### config.mk
export PLATFORM = sky130hd
export DESIGN_NAME = apb_clk_en_div_multi_flat
export DESIGN_NICKNAME = d
export VERILOG_FILES = /design/src/rtl/apb_clk_en_div_multi_if.sv /design/src/rtl/apb_clk_en_div_multi.sv /design/src/flat_wrapper.sv
export SDC_FILE = /design/constraint.sdc
export NUM_CORES = 1
export LEC_CHECK = 0
export BUFFER_PORTS_ARGS = -buffer_cell sky130_fd_sc_hd__buf_2
export CORE_MARGIN = 2
export CORE_UTILIZATION = 55
export DETAILED_ROUTE_END_ITERATION = 10
export GPL_TIMING_DRIVEN = 0
export MAX_ROUTING_LAYER = met4
export PLACE_DENSITY_LB_ADDON = 0.05
export SLEW_MARGIN = 20
export SYNTH_ARGS = -nofsm -noshare
export SYNTH_HDL_FRONTEND = slang
export SYNTH_SLANG_ARGS = --single-unit
### constraint.sdc
create_clock -name hclk -period 3.19 [get_ports hclk]
set_input_delay 0.638 -clock hclk [delete_from_list [all_inputs] [get_ports hclk]]
set_output_delay 0.638 -clock hclk [all_outputs]
set_load 0.02 [all_outputs]
### src/rtl/apb_clk_en_div_multi_if.sv
// Bus bundle for the multi-channel clock-enable divider: factor requests,
// alignment and enables in; acks, active factors and divided outputs out.
interface apb_clk_en_div_multi_if #(
  parameter int unsigned DIV_WID = 4,
  parameter int unsigned CH_NUM  = 4
);
  logic [CH_NUM-1:0]         ch_en;
  logic [CH_NUM*DIV_WID-1:0] div_factor;
  logic [CH_NUM-1:0]         div_upd;
  logic                      align;
  logic [CH_NUM-1:0]         div_ack;
  logic [CH_NUM*DIV_WID-1:0] div_cur;
  logic [CH_NUM-1:0]         clk_en;
  logic [CH_NUM-1:0]         clk_div;

  modport master (
    output ch_en, div_factor, div_upd, align,
    input  div_ack, div_cur, clk_en, clk_div
  );

  modport slave (
    input  ch_en, div_factor, div_upd, align,
    output div_ack, div_cur, clk_en, clk_div
  );
endinterface

### src/rtl/apb_clk_en_div_multi.sv
// Multi-channel programmable hclk clock-enable generator with per-channel
// runtime divide factors, period-boundary factor update with ack, and global align.
module apb_clk_en_div_multi #(
  parameter int unsigned DIV_WID = 4,
  parameter int unsigned CH_NUM  = 4,
  parameter int unsigned DEF_DIV = 1
) (
  input  logic                  hclk,
  input  logic                  hreset,
  apb_clk_en_div_multi_if.slave bus
);

  localparam logic [DIV_WID-1:0] DEF_F = DIV_WID'(DEF_DIV);
  localparam logic [DIV_WID-1:0] ONE_F = DIV_WID'(1);

  logic [DIV_WID-1:0] cnt_q    [CH_NUM];
  logic [DIV_WID-1:0] cur_q    [CH_NUM];
  logic [DIV_WID-1:0] shadow_q [CH_NUM];
  logic [CH_NUM-1:0]  pend_q;
  logic [CH_NUM-1:0]  en_q;
  logic [CH_NUM-1:0]  div_q;
  logic [CH_NUM-1:0]  ack_q;

  logic [DIV_WID-1:0] n_eff     [CH_NUM];
  logic [DIV_WID:0]   half      [CH_NUM];
  logic [DIV_WID-1:0] cnt_nx    [CH_NUM];
  logic [DIV_WID-1:0] shadow_nx [CH_NUM];
  logic [CH_NUM-1:0]  wrap;
  logic [CH_NUM-1:0]  apply;
  logic [CH_NUM-1:0]  lvl_nx;
  logic [CH_NUM*DIV_WID-1:0] cur_flat;

  // A div_upd arriving on the apply edge is folded in directly, so the
  // request seen that cycle is the value that takes effect.
  always_comb begin
    n_eff     = '{default: '0};
    half      = '{default: '0};
    cnt_nx    = '{default: '0};
    shadow_nx = '{default: '0};
    wrap      = '0;
    apply     = '0;
    lvl_nx    = '0;
    for (int unsigned i = 0; i < CH_NUM; i++) begin
      n_eff[i]     = (cur_q[i] == '0) ? ONE_F : cur_q[i];
      half[i]      = ({1'b0, n_eff[i]} + 1'b1) >> 1;
      wrap[i]      = bus.ch_en[i] & (cnt_q[i] == (n_eff[i] - ONE_F));
      shadow_nx[i] = bus.div_upd[i] ? bus.div_factor[i*DIV_WID +: DIV_WID] : shadow_q[i];
      apply[i]     = (pend_q[i] | bus.div_upd[i]) & (bus.align | ~bus.ch_en[i] | wrap[i]);
      cnt_nx[i]    = wrap[i] ? '0 : cnt_q[i] + ONE_F;
      lvl_nx[i]    = ({1'b0, cnt_nx[i]} < half[i]);
    end
  end

  always_ff @(posedge hclk or posedge hreset) begin
    if (hreset) begin
      for (int unsigned i = 0; i < CH_NUM; i++) begin
        cnt_q[i]    <= '0;
        cur_q[i]    <= DEF_F;
        shadow_q[i] <= '0;
      end
      pend_q <= '0;
      en_q   <= '0;
      div_q  <= '0;
      ack_q  <= '0;
    end else begin
      ack_q  <= apply;
      pend_q <= (pend_q | bus.div_upd) & ~apply;
      for (int unsigned i = 0; i < CH_NUM; i++) begin
        shadow_q[i] <= shadow_nx[i];
        if (apply[i]) begin
          cur_q[i] <= shadow_nx[i];
        end
        if (bus.align || !bus.ch_en[i]) begin
          cnt_q[i] <= '0;
          en_q[i]  <= 1'b0;
          div_q[i] <= 1'b0;
        end else begin
          cnt_q[i] <= cnt_nx[i];
          en_q[i]  <= wrap[i];
          div_q[i] <= lvl_nx[i];
        end
      end
    end
  end

  always_comb begin
    cur_flat = '0;
    for (int unsigned i = 0; i < CH_NUM; i++) begin
      cur_flat[i*DIV_WID +: DIV_WID] = cur_q[i];
    end
  end

  assign bus.div_ack = ack_q;
  assign bus.div_cur = cur_flat;
  assign bus.clk_en  = en_q;
  assign bus.clk_div = div_q;

endmodule

### src/flat_wrapper.sv
// flat-port wrapper written by rule: the top's interface ports become plain ports
module apb_clk_en_div_multi_flat 
#(
  parameter int unsigned DIV_WID = 4,
  parameter int unsigned CH_NUM  = 4,
  parameter int unsigned DEF_DIV = 1
)
  (hclk, hreset, bus_ch_en, bus_div_factor, bus_div_upd, bus_align, bus_div_ack, bus_div_cur, bus_clk_en, bus_clk_div);
  apb_clk_en_div_multi_if #(.DIV_WID(DIV_WID), .CH_NUM(CH_NUM)) bus_i ();
  input  logic hclk;
  input  logic hreset;
  input wire logic [$bits(bus_i.ch_en)-1:0] bus_ch_en;
  input wire logic [$bits(bus_i.div_factor)-1:0] bus_div_factor;
  input wire logic [$bits(bus_i.div_upd)-1:0] bus_div_upd;
  input wire logic [$bits(bus_i.align)-1:0] bus_align;
  output wire logic [$bits(bus_i.div_ack)-1:0] bus_div_ack;
  output wire logic [$bits(bus_i.div_cur)-1:0] bus_div_cur;
  output wire logic [$bits(bus_i.clk_en)-1:0] bus_clk_en;
  output wire logic [$bits(bus_i.clk_div)-1:0] bus_clk_div;
  assign bus_i.ch_en = bus_ch_en;
  assign bus_i.div_factor = bus_div_factor;
  assign bus_i.div_upd = bus_div_upd;
  assign bus_i.align = bus_align;
  assign bus_div_ack = bus_i.div_ack;
  assign bus_div_cur = bus_i.div_cur;
  assign bus_clk_en = bus_i.clk_en;
  assign bus_clk_div = bus_i.clk_div;
  apb_clk_en_div_multi #(.DIV_WID(DIV_WID), .CH_NUM(CH_NUM), .DEF_DIV(DEF_DIV)) u_core (.hclk(hclk), .hreset(hreset), .bus(bus_i));
endmodule
==> flow_summary.yaml, run 1 <==
placement:
  gp_congestion: 0.8464
  port_buffers: 54
  placed_cell_area_mm2: 0.003871
  hpwl_um: 4764
detailed_routing:
  ant_nets: 0
  remaining_drc_errors: 0
  drtPass1Iterations: 6
  avgViaCountPerCell: 5.382
  wl_um: 6341
  wl_per_cell_um: 13.38
  num_vias: 2551
  drt-initial-drc-count: 69
global_route:
  grt_use_total_pct: 20.02
  antenna_found_initial: 0
  grt_pass1_wl_um: 10980
  grt_pass1_vias: 2468
  overflow: 0
  grt_max_degree: 58
final_layout:
  fin_util_pct: 67.69
  area_growth_pct: 17.31
  diodes: 0
  nFillCells: 476
  ff_latch_area_mm2: 0.001607
  fin_area_mm2: 0.004079
  multi_input_area_mm2: 0.001753
  layout.nets: 441
  final_layout_size_suffix_gt1_share_pct: 31.08
yosys:
  synth_edf_count: 0
  synthFlopType: "dfrtp_1"
  ys_seq_elements: 64
  yosysTopAreaCellShare_pct: 43.18
  syn_area_mm2: 0.003477
  yosysSeqAreaShare_pct: 46.20
  synth_cells: 329
  yosys_warnings: 0
  yosys.cell_types.count: 41
  synth_area_per_cell_um2: 10.57
  synth.area.top_cells: "dfrtp_1 (43%), mux2_2 (10%), ha_1 (7.2%), nor2_1 (5.2%), xor2_1 (4.5%)"
  syn_nets: 376
  async_flop_share_pct: 100.0
  synth_area_leader_cell: "dfrtp_1"
clocking:
  clockBufferDepth: 2
  clk_pin_slew_worst_paths_ns: 0.07
  clock-root-buffer: "clkbuf_8"
  cts_tree: "built"
  clkSinkCount: 64
  clk_latency_ns: 0.34
  cts_setup_buffers: 0
  cts-htree-levels: 3
  numCtsBuffers: 9
timing:
  drv_slew: 0
  rsz0062_at_grt: "false"
  worst_slew_pin_slew_ns: 0.5378
  max_freq_mhz: 331.9
  worst_clock_skew_ns: 0.009787
  fin_tns_setup_ns: 0
  period_needed_ns: 3.013
  setup_violations: 0
  hold_ws_ns: 0.1811
  slew_headroom_pct: 63.76
  hold_viol: 0
  timing.final.crit_share_pct: 94.46
pwr:
  power_frac_seq_pct: 32.7
  p_leak_nw: 1.933
  p_sw_mw: 1.283
  p_per_area_mw_per_mm2: 825.6
  intPower_mw: 2.085
  vdd_drop_max_mv: 0.4687
  clockPowerShare_pct: 21.2
  switching_share_pct: 38.10
  pwr-share-comb_pct: 46.2
die:
  dieArea_mm2: 0.006974
  coreArea_mm2: 0.006026
  die_h_um: 83.51
  initial_core_util_pct: 57.70
  row_count: 28
  ios: 55
  die_x_um: 83.51
worst_setup_path:
  reg2reg_depth: 11
  crit_arrival_ns: 3.26
  r2r_start: "u_core.bus.div_cur[8]"
  startpoint_type: "flip-flop"
  crit_fanout: 8
  cp-end-kind: "flip-flop"
  r2r_setup_slack_ns: 0.18
  worst-setup-path-type: "reg -> reg"
  cp_data_required_time_ns: 3.44
  r2r-end: "u_core.bus.clk_div[2]"
run:
  max-cap-violations: 0
status:
  status: "complete, no violations"
worst_hold_path:
  min_path_type: "in -> async"
## routing by layer
metal / vias to the layer above / GRT usage [%] / wire length (µm)
li1: 1279 / - / -
met4: 0 / 6.745 / 93
met2: 66 / 31.74 / 2970
met3: 10 / 5.242 / 324
met1: 1196 / 25.21 / 2952
met5: - / - / 0
## worst max-delay path by stage
| stage | start | end | slack [ns] | depth (start not counted) |
|---|---|---|---|---|
| 2_1_floorplan | u_core.bus.div_cur[8] | u_core.bus.clk_div[2] | 0.40 | 11 |
| 3_3_place_gp | u_core.bus.div_cur[12] | u_core.bus.clk_div[3] | 0.21 | 10 |
| 3_5_place_dp | u_core.bus.div_cur[8] | u_core.bus.clk_div[2] | 0.20 | 11 |
| 4_1_cts | u_core.bus.div_cur[8] | u_core.bus.clk_div[2] | 0.18 | 11 |
| 5_1_grt | u_core.bus.div_cur[13] | u_core.bus.clk_div[3] | 0.01 | 12 |
| 6_report | u_core.bus.div_cur[8] | u_core.bus.clk_div[2] | 0.18 | 11 |
## cell usage after synthesis, drive strengths merged (2+ instances only)
master  count
or4b        2
and2        2
xnor3       2
buf         6
dfstp       4
nand3b      2
xnor2       9
nor2       49
nor4        3
nor2b       4
dfrtp      60
nand4       4
nand2b      5
mux2       32
a21oi      14
ha         20
a31oi       4
nand4b      2
nor3        9
a211oi      2
o22a        2
mux2i       4
clkbuf     10
nand2      14
nand3      14
inv        12
xor2       18
o21ai       9
a22oi       4
## sequential cells by signal (all words and copies together), names as in the netlist
name / count
u_core.shadow_q: 16
u_core.pend_q: 4
u_core.bus.div_cur: 16
u_core.bus.clk_en: 4
u_core.cnt_q: 16
u_core.bus.clk_div: 4
u_core.bus.div_ack: 4
## final cells by class
type / instances / share of cell area (%)
Timing Repair Buffer: 55 / 7.301
Clock buffer: 13 / 4.141
Buffer: 15 / 1.748
Inverter: 12 / 1.166
Sequential cell: 64 / 39.39
Clock inverter: 3 / 0.9816
Multi-Input combinational cell: 237 / 42.98
Tap cell: 75 / 2.301
## cells by family after synthesis
kind of cell / after synthesis / synth area share, %
XOR/XNOR: 29 / 8.096
flip-flops: 64 / 46.20
AND/OR/NAND/NOR: 113 / 15.65
buffers and inverters: 28 / 3.454
AO/OA/AOI/OAI: 39 / 7.881
adder cells (fa/ha/maj): 20 / 7.197
multiplexers: 36 / 11.52
## critical path, stage by stage, from the launching register on
cell and delay (ns):
dfstp_2 0.53, clkbuf_1 0.27, nor2_1 0.09, ha_1 0.22, xor2_1 0.15, xnor2_1 0.19
nand3_1 0.13, nor2_1 0.22, nor2_1 0.07, ha_1 0.21, or4b_2 0.67, a21oi_1 0.17
## power by group through the flow
stage	clock network [mW]	registers [mW]	logic, mW
finish	0.714	1.10	1.55
global placement	0	1.11	1.53
CTS	0.737	1.09	1.57
detailed placement	0	1.11	1.56
global route	0.771	1.13	1.75
floorplan	0	1.24	1.09
## metrics by stage
stage	total power [mW]	std cells	worst slack (ns)
6_report	3.367	474	0.1766
4_1_cts	3.403	475	0.1792
3_5_place_dp	2.673	459	0.2022
5_1_grt	3.650	474	0.01235
3_3_place_gp	2.636	458	0.2093
2_1_floorplan	2.328	329	0.4000
## cell usage in the layout (no fill, tap or decap), drive strengths merged, types with 9 or more instances in the layout
cell,count
nand2,14
a21oi,14
nand3,14
buf,61
clkbuf,22
dfrtp,60
nor2,49
ha,20
nor3,9
xor2,18
inv,12
o21ai,9
mux2,32
xnor2,9
## what timing repair did
action / in CTS / in global routing
hold buffers: 0 / 0
setup endpoints to repair: 0 / 1
gates resized for setup: 0 / 1
(Power assumes the default switching activity.)
==> run 2, diff against run 1 <==
==> constraint.sdc (replaced) <==
create_clock -name hclk -period 3.1 [get_ports hclk]
set_input_delay 0.62 -clock hclk [delete_from_list [all_inputs] [get_ports hclk]]
set_output_delay 0.62 -clock hclk [all_outputs]
set_load 0.02 [all_outputs]
==> run 2 against run 1 <==
  * Clock-buffer cell count is the same
  * Clock power grew 3.2%
  * Combinational power rose by 4%
  * Critical path depth stayed put
  * Critical path type unchanged
  * Largest power group unchanged
  * Highest routed layer unchanged
==> flow_summary.yaml, run 2 (synthesis gave the netlist of run 1 again) <==
detailed_routing:
  drt-initial-drc-count: 69
  avgViaCountPerCell: 5.393
  wl_per_cell_um: 13.56
  ant_nets: 0
  num_vias: 2551
  drtPass1Iterations: 4
  wl_um: 6413
  remaining_drc_errors: 0
pwr:
  p_per_area_mw_per_mm2: 851.6
  vdd_drop_max_mv: 0.4778
  power.total_mw: 3.484
  p_leak_nw: 1.933
global_route:
  grt_use_total_pct: 20.02
  grt_max_degree: 58
  grt_pass1_vias: 2468
  grt_pass1_wl_um: 10980
  overflow: 0
  antenna_found_initial: 0
timing:
  max_freq_mhz: 340.4
  worst_slack_ns: 0.1626
  worst_slew_pin_slew_ns: 0.5590
  worst_clock_skew_ns: 0.009590
  hold_viol: 0
  rsz0062_at_grt: "true"
  period_needed_ns: 2.937
  drv_slew: 0
  slew_headroom_pct: 62.34
  setup_violations: 0
  timing.final.crit_share_pct: 94.76
final_layout:
  nFillCells: 477
  area_growth_pct: 17.67
  most-common-layout-cells: "dfrtp_1 (60), buf_2 (59), nor2_1 (46)"
  final_common_cell: "dfrtp_1"
  layout.nets: 440
  diodes: 0
  stdcell_count: 473
  final_layout_size_suffix_gt1_share_pct: 31.91
die:
  coreArea_mm2: 0.006026
  dieArea_mm2: 0.006974
  ios: 55
  row_count: 28
  initial_core_util_pct: 57.70
  die_h_um: 83.51
  die_x_um: 83.51
worst_setup_path:
  max_stage_delay_ns: 0.67
  startpoint_type: "flip-flop"
  crit_chain: "clkbuf_1, nor2_1, ha_1, xor2_1, xnor2_1, nand3_2, nor2_4, nor2_1, ha_1, or4b_2, a21oi_1"
  critPathBufInv: 1
  cp_top_family: "simple AND/OR/NAND/NOR gates"
  cp-end-kind: "flip-flop"
  slowest_stage: "or4b_2"
  crit_fanout: 8
  cp_data_required_time_ns: 3.36
  worst-setup-path-type: "reg -> reg"
  cp-startpoint: "u_core.bus.div_cur[12]"
  r2r_start: "u_core.bus.div_cur[12]"
  crit_arrival_ns: 3.19
clocking:
  clock-root-buffer: "clkbuf_8"
  cts_hold_buf: 0
  cts-htree-levels: 3
  clockBufferDepth: 2
  cts_setup_buffers: 0
  cts_tree: "built"
  clkSinkCount: 64
  numCtsBuffers: 9
  clk_latency_ns: 0.34
  clk_pin_slew_worst_paths_ns: 0.07
placement:
  port_buffers: 54
  dp.cells: 459
  hpwl_um: 4764
  dp_slack_ns: 0.1122
  gp_congestion: 0.8464
worst_hold_path:
  min_path_type: "in -> async"
status:
  status: "complete, no violations"
run:
  max-cap-violations: 0
## run 2: changes by cell type in the layout (fill, tap and decap cells not counted), sizes merged
| cell | delta |
|---|---|
| clkbuf | -1 |
## run 2: final cells by class
type                    instances  area (µm²)  share of cell area, %
well taps                      75       93.84                  2.294
flip-flops and latches         64        1607                  39.27
inverters                      12       47.55                  1.162
repair buffers                 55       297.8                  7.278
clock inverters                 3       40.04                 0.9786
clock buffers                  13       168.9                  4.128
multi-input cells             237        1769                  43.24
plain buffers                  14       67.56                  1.651
## run 2: worst reg2reg max path, delay by kind of cell, from the launching register on
family	cells	cell delay, ns
AO/OA/AOI/OAI	1	0.14
XOR/XNOR	2	0.39
adder cells (fa/ha/maj)	2	0.41
flip-flops	1	0.53
buffers and inverters	1	0.28
AND/OR/NAND/NOR	5	1.12
## run 2: repair_timing
action | in CTS | in global routing
resized for setup | 0 | 5
setup endpoints to repair | 0 | 3
endpoints found under the hold margin | 0 | 0
## run 2: worst paths after layout
check	to	slack, ns	cells past startpoint
max	u_core.bus.clk_div[3]	0.16	11
min	u_core.cnt_q[14]	0.16	2
max reg2reg	u_core.bus.clk_div[3]	0.16	11
min reg2reg	u_core.shadow_q[1]	0.49	1
max in group asynchronous	u_core.bus.div_cur[4]	2.40	3
min in group hclk	u_core.shadow_q[1]	0.49	1
## run 2: power breakdown
group	internal (mW)	switching [mW]	leakage, nW
registers	1.02	0.119	0.798
clock network	0.435	0.302	0.109
logic	0.693	0.916	1.03
## run 2: through the flow
stage | setup TNS (ns) | hold WS (ns) | area, µm² | util [%]
after global routing | -0.01948 | 0.1555 | 4091 | 67.90
after CTS | 0 | 0.1511 | 4080 | 67.71
after floorplan | 0 | 0.4680 | 3477 | -
final | 0 | 0.1642 | 4091 | 67.90
after detailed placement | 0 | 0.4806 | 3871 | 64.24
after global placement | 0 | 0.4740 | 3841 | 63.75
## run 2: layer usage
metal	vias up	wire length, µm	global-route usage [%]
li1	1278	-	-
met1	1206	3012	25.21
met2	57	3006	31.74
met3	10	295	5.242
met4	0	98	6.745
met5	-	0	-
==> run 3, diff against run 2 <==
==> constraint.sdc (replaced) <==
create_clock -name hclk -period 3.64 [get_ports hclk]
set_input_delay 0.728 -clock hclk [delete_from_list [all_inputs] [get_ports hclk]]
set_output_delay 0.728 -clock hclk [all_outputs]
set_load 0.02 [all_outputs]
==> run 3 against run 2 <==
  * Clock-buffer cell count unchanged
  * Flip-flop and latch count did not move
  * Die area did not move
  * Critical path depth unchanged
  * Clock skew hardly changed
  * Via count up 0.51%
  * Core utilization shrank 0.19 points
  * Sequential power decreased by 16%
  * Final cell count up 0.42%
  * Critical path type unchanged
  * Highest routed layer unchanged
==> flow_summary.yaml, run 3 (synthesis gave the netlist of run 1 again) <==
status:
  status: "complete, no violations"
pwr:
  power.total_mw: 2.951
  p_per_area_mw_per_mm2: 723.2
  intPower_mw: 1.828
  p_sw_mw: 1.123
  clockPowerShare_pct: 21.2
  power_frac_seq_pct: 32.4
  pwr-share-comb_pct: 46.4
  switching_share_pct: 38.06
  p_leak_nw: 1.934
  vdd_drop_max_mv: 0.4103
clocking:
  clock-root-buffer: "clkbuf_8"
  clockBufferDepth: 2
  cts_resized: 0
  cts-htree-levels: 3
  cts_hold_buf: 0
  numCtsBuffers: 9
  clk_pin_slew_worst_paths_ns: 0.07
  clk_latency_ns: 0.34
  cts_tree: "built"
  cts_setup_buffers: 0
  clkSinkCount: 64
worst_setup_path:
  worst-setup-path-type: "reg -> reg"
  max_stage_delay_ns: 0.67
  r2r-end: "u_core.bus.clk_div[2]"
  cp_data_required_time_ns: 3.89
  cp_top_family: "simple AND/OR/NAND/NOR gates"
  startpoint_type: "flip-flop"
  cp-end-kind: "flip-flop"
  crit_arrival_ns: 3.26
  crit_top_cell: "nor2_1"
  r2r_setup_slack_ns: 0.62
  critPathBufInv: 1
  crit_chain: "clkbuf_1, nor2_1, ha_1, xor2_1, xnor2_1, nand3_1, nor2_1, nor2_1, ha_1, or4b_2, a21oi_1"
  reg2reg_depth: 11
  slowest_stage: "or4b_2"
  crit_fanout: 8
  r2r_start: "u_core.bus.div_cur[8]"
detailed_routing:
  avgViaCountPerCell: 5.398
  wl_um: 6334
  wl_per_cell_um: 13.33
  ant_nets: 0
  drt-initial-drc-count: 84
  remaining_drc_errors: 0
  num_vias: 2564
  drtPass1Iterations: 6
global_route:
  grt_max_degree: 58
  grt_pass1_vias: 2468
  antenna_found_initial: 0
  overflow: 0
  grt_use_total_pct: 20.02
  grt_pass1_wl_um: 10980
timing:
  hold_viol: 0
  slew_headroom_pct: 63.77
  fin_tns_setup_ns: 0
  worst_clock_skew_ns: 0.009786
  setup_violations: 0
  max_freq_mhz: 331.6
  drv_slew: 0
  timing.final.crit_share_pct: 82.84
  period_needed_ns: 3.015
  rsz0062_at_grt: "false"
  worst_slew_pin_slew_ns: 0.5378
final_layout:
  fin_util_pct: 67.71
  diodes: 0
  most-common-layout-cells: "dfrtp_1 (60), buf_2 (59), nor2_1 (48)"
  layout.nets: 442
  nFillCells: 475
  multi_input_area_mm2: 0.001750
  ff_latch_area_mm2: 0.001607
  final_layout_size_suffix_gt1_share_pct: 30.75
  final_common_cell: "dfrtp_1"
  area_growth_pct: 17.34
die:
  ios: 55
  die_x_um: 83.51
  die_h_um: 83.51
  row_count: 28
  dieArea_mm2: 0.006974
  coreArea_mm2: 0.006026
  initial_core_util_pct: 57.70
placement:
  hpwl_um: 4764
  gp_congestion: 0.8464
  port_buffers: 54
worst_hold_path:
  min_path_type: "in -> async"
run:
  max-cap-violations: 0
==> run 3: worst reg2reg max path, delay by kind of cell (launching register included) <==
kind	cells	cell delay (ns)
simple gates	5	1.19
compound gates	1	0.17
xor+xnor	2	0.34
flops	1	0.53
fa+ha+maj	2	0.43
buf+inv	1	0.27
==> run 3: power by group through the flow <==
stage          Sequential [mW]  Combinational, mW  Clock, mW
2_1_floorplan             1.08              0.958          0
4_1_cts                  0.958               1.38      0.646
3_5_place_dp             0.971               1.37          0
5_1_grt                  0.978               1.55      0.675
3_3_place_gp             0.969               1.34          0
6_report                 0.957               1.37      0.626
==> run 3: area by class of cell <==
class                   count  share of cell area (%)
multi-input cells         237                   42.90
flip-flops and latches     64                   39.37
repair buffers             55                   7.298
clock buffers              13                   4.140
well taps                  75                   2.300
plain buffers              16                   1.840
inverters                  12                   1.165
clock inverters             3                  0.9813
==> run 3: per-layer routing <==
layer	routed length, µm	up-vias	track usage, %
li1	-	1279	-
met1	2950	1212	25.21
met2	2971	63	31.74
met3	317	10	5.242
met4	93	0	6.745
met5	0	-	-
==> run 3: how the worst max path moves through the flow <==
stage                      startpoint                    end  slack, ns  depth (start not counted)
2_1_floorplan   u_core.bus.div_cur[8]  u_core.bus.clk_div[2]       0.85                         11
3_5_place_dp    u_core.bus.div_cur[8]  u_core.bus.clk_div[2]       0.65                         11
4_1_cts         u_core.bus.div_cur[8]  u_core.bus.clk_div[2]       0.63                         11
5_1_grt        u_core.bus.div_cur[14]  u_core.bus.clk_div[3]       0.36                         12
3_3_place_gp                   hreset  u_core.bus.clk_div[1]       0.60                          2
6_report        u_core.bus.div_cur[8]  u_core.bus.clk_div[2]       0.62                         11
==> run 3: stage by stage <==
step	setup WS (ns)	hold WS (ns)	cell area, µm²	cells
global placement	0.5959	0.4740	3841	458
global route	0.3619	0.2635	4080	475
CTS	0.6292	0.2591	4080	475
finish	0.6246	0.2710	4080	475
detailed placement	0.6522	0.4806	3871	459
floorplan	0.8500	0.4680	3477	329
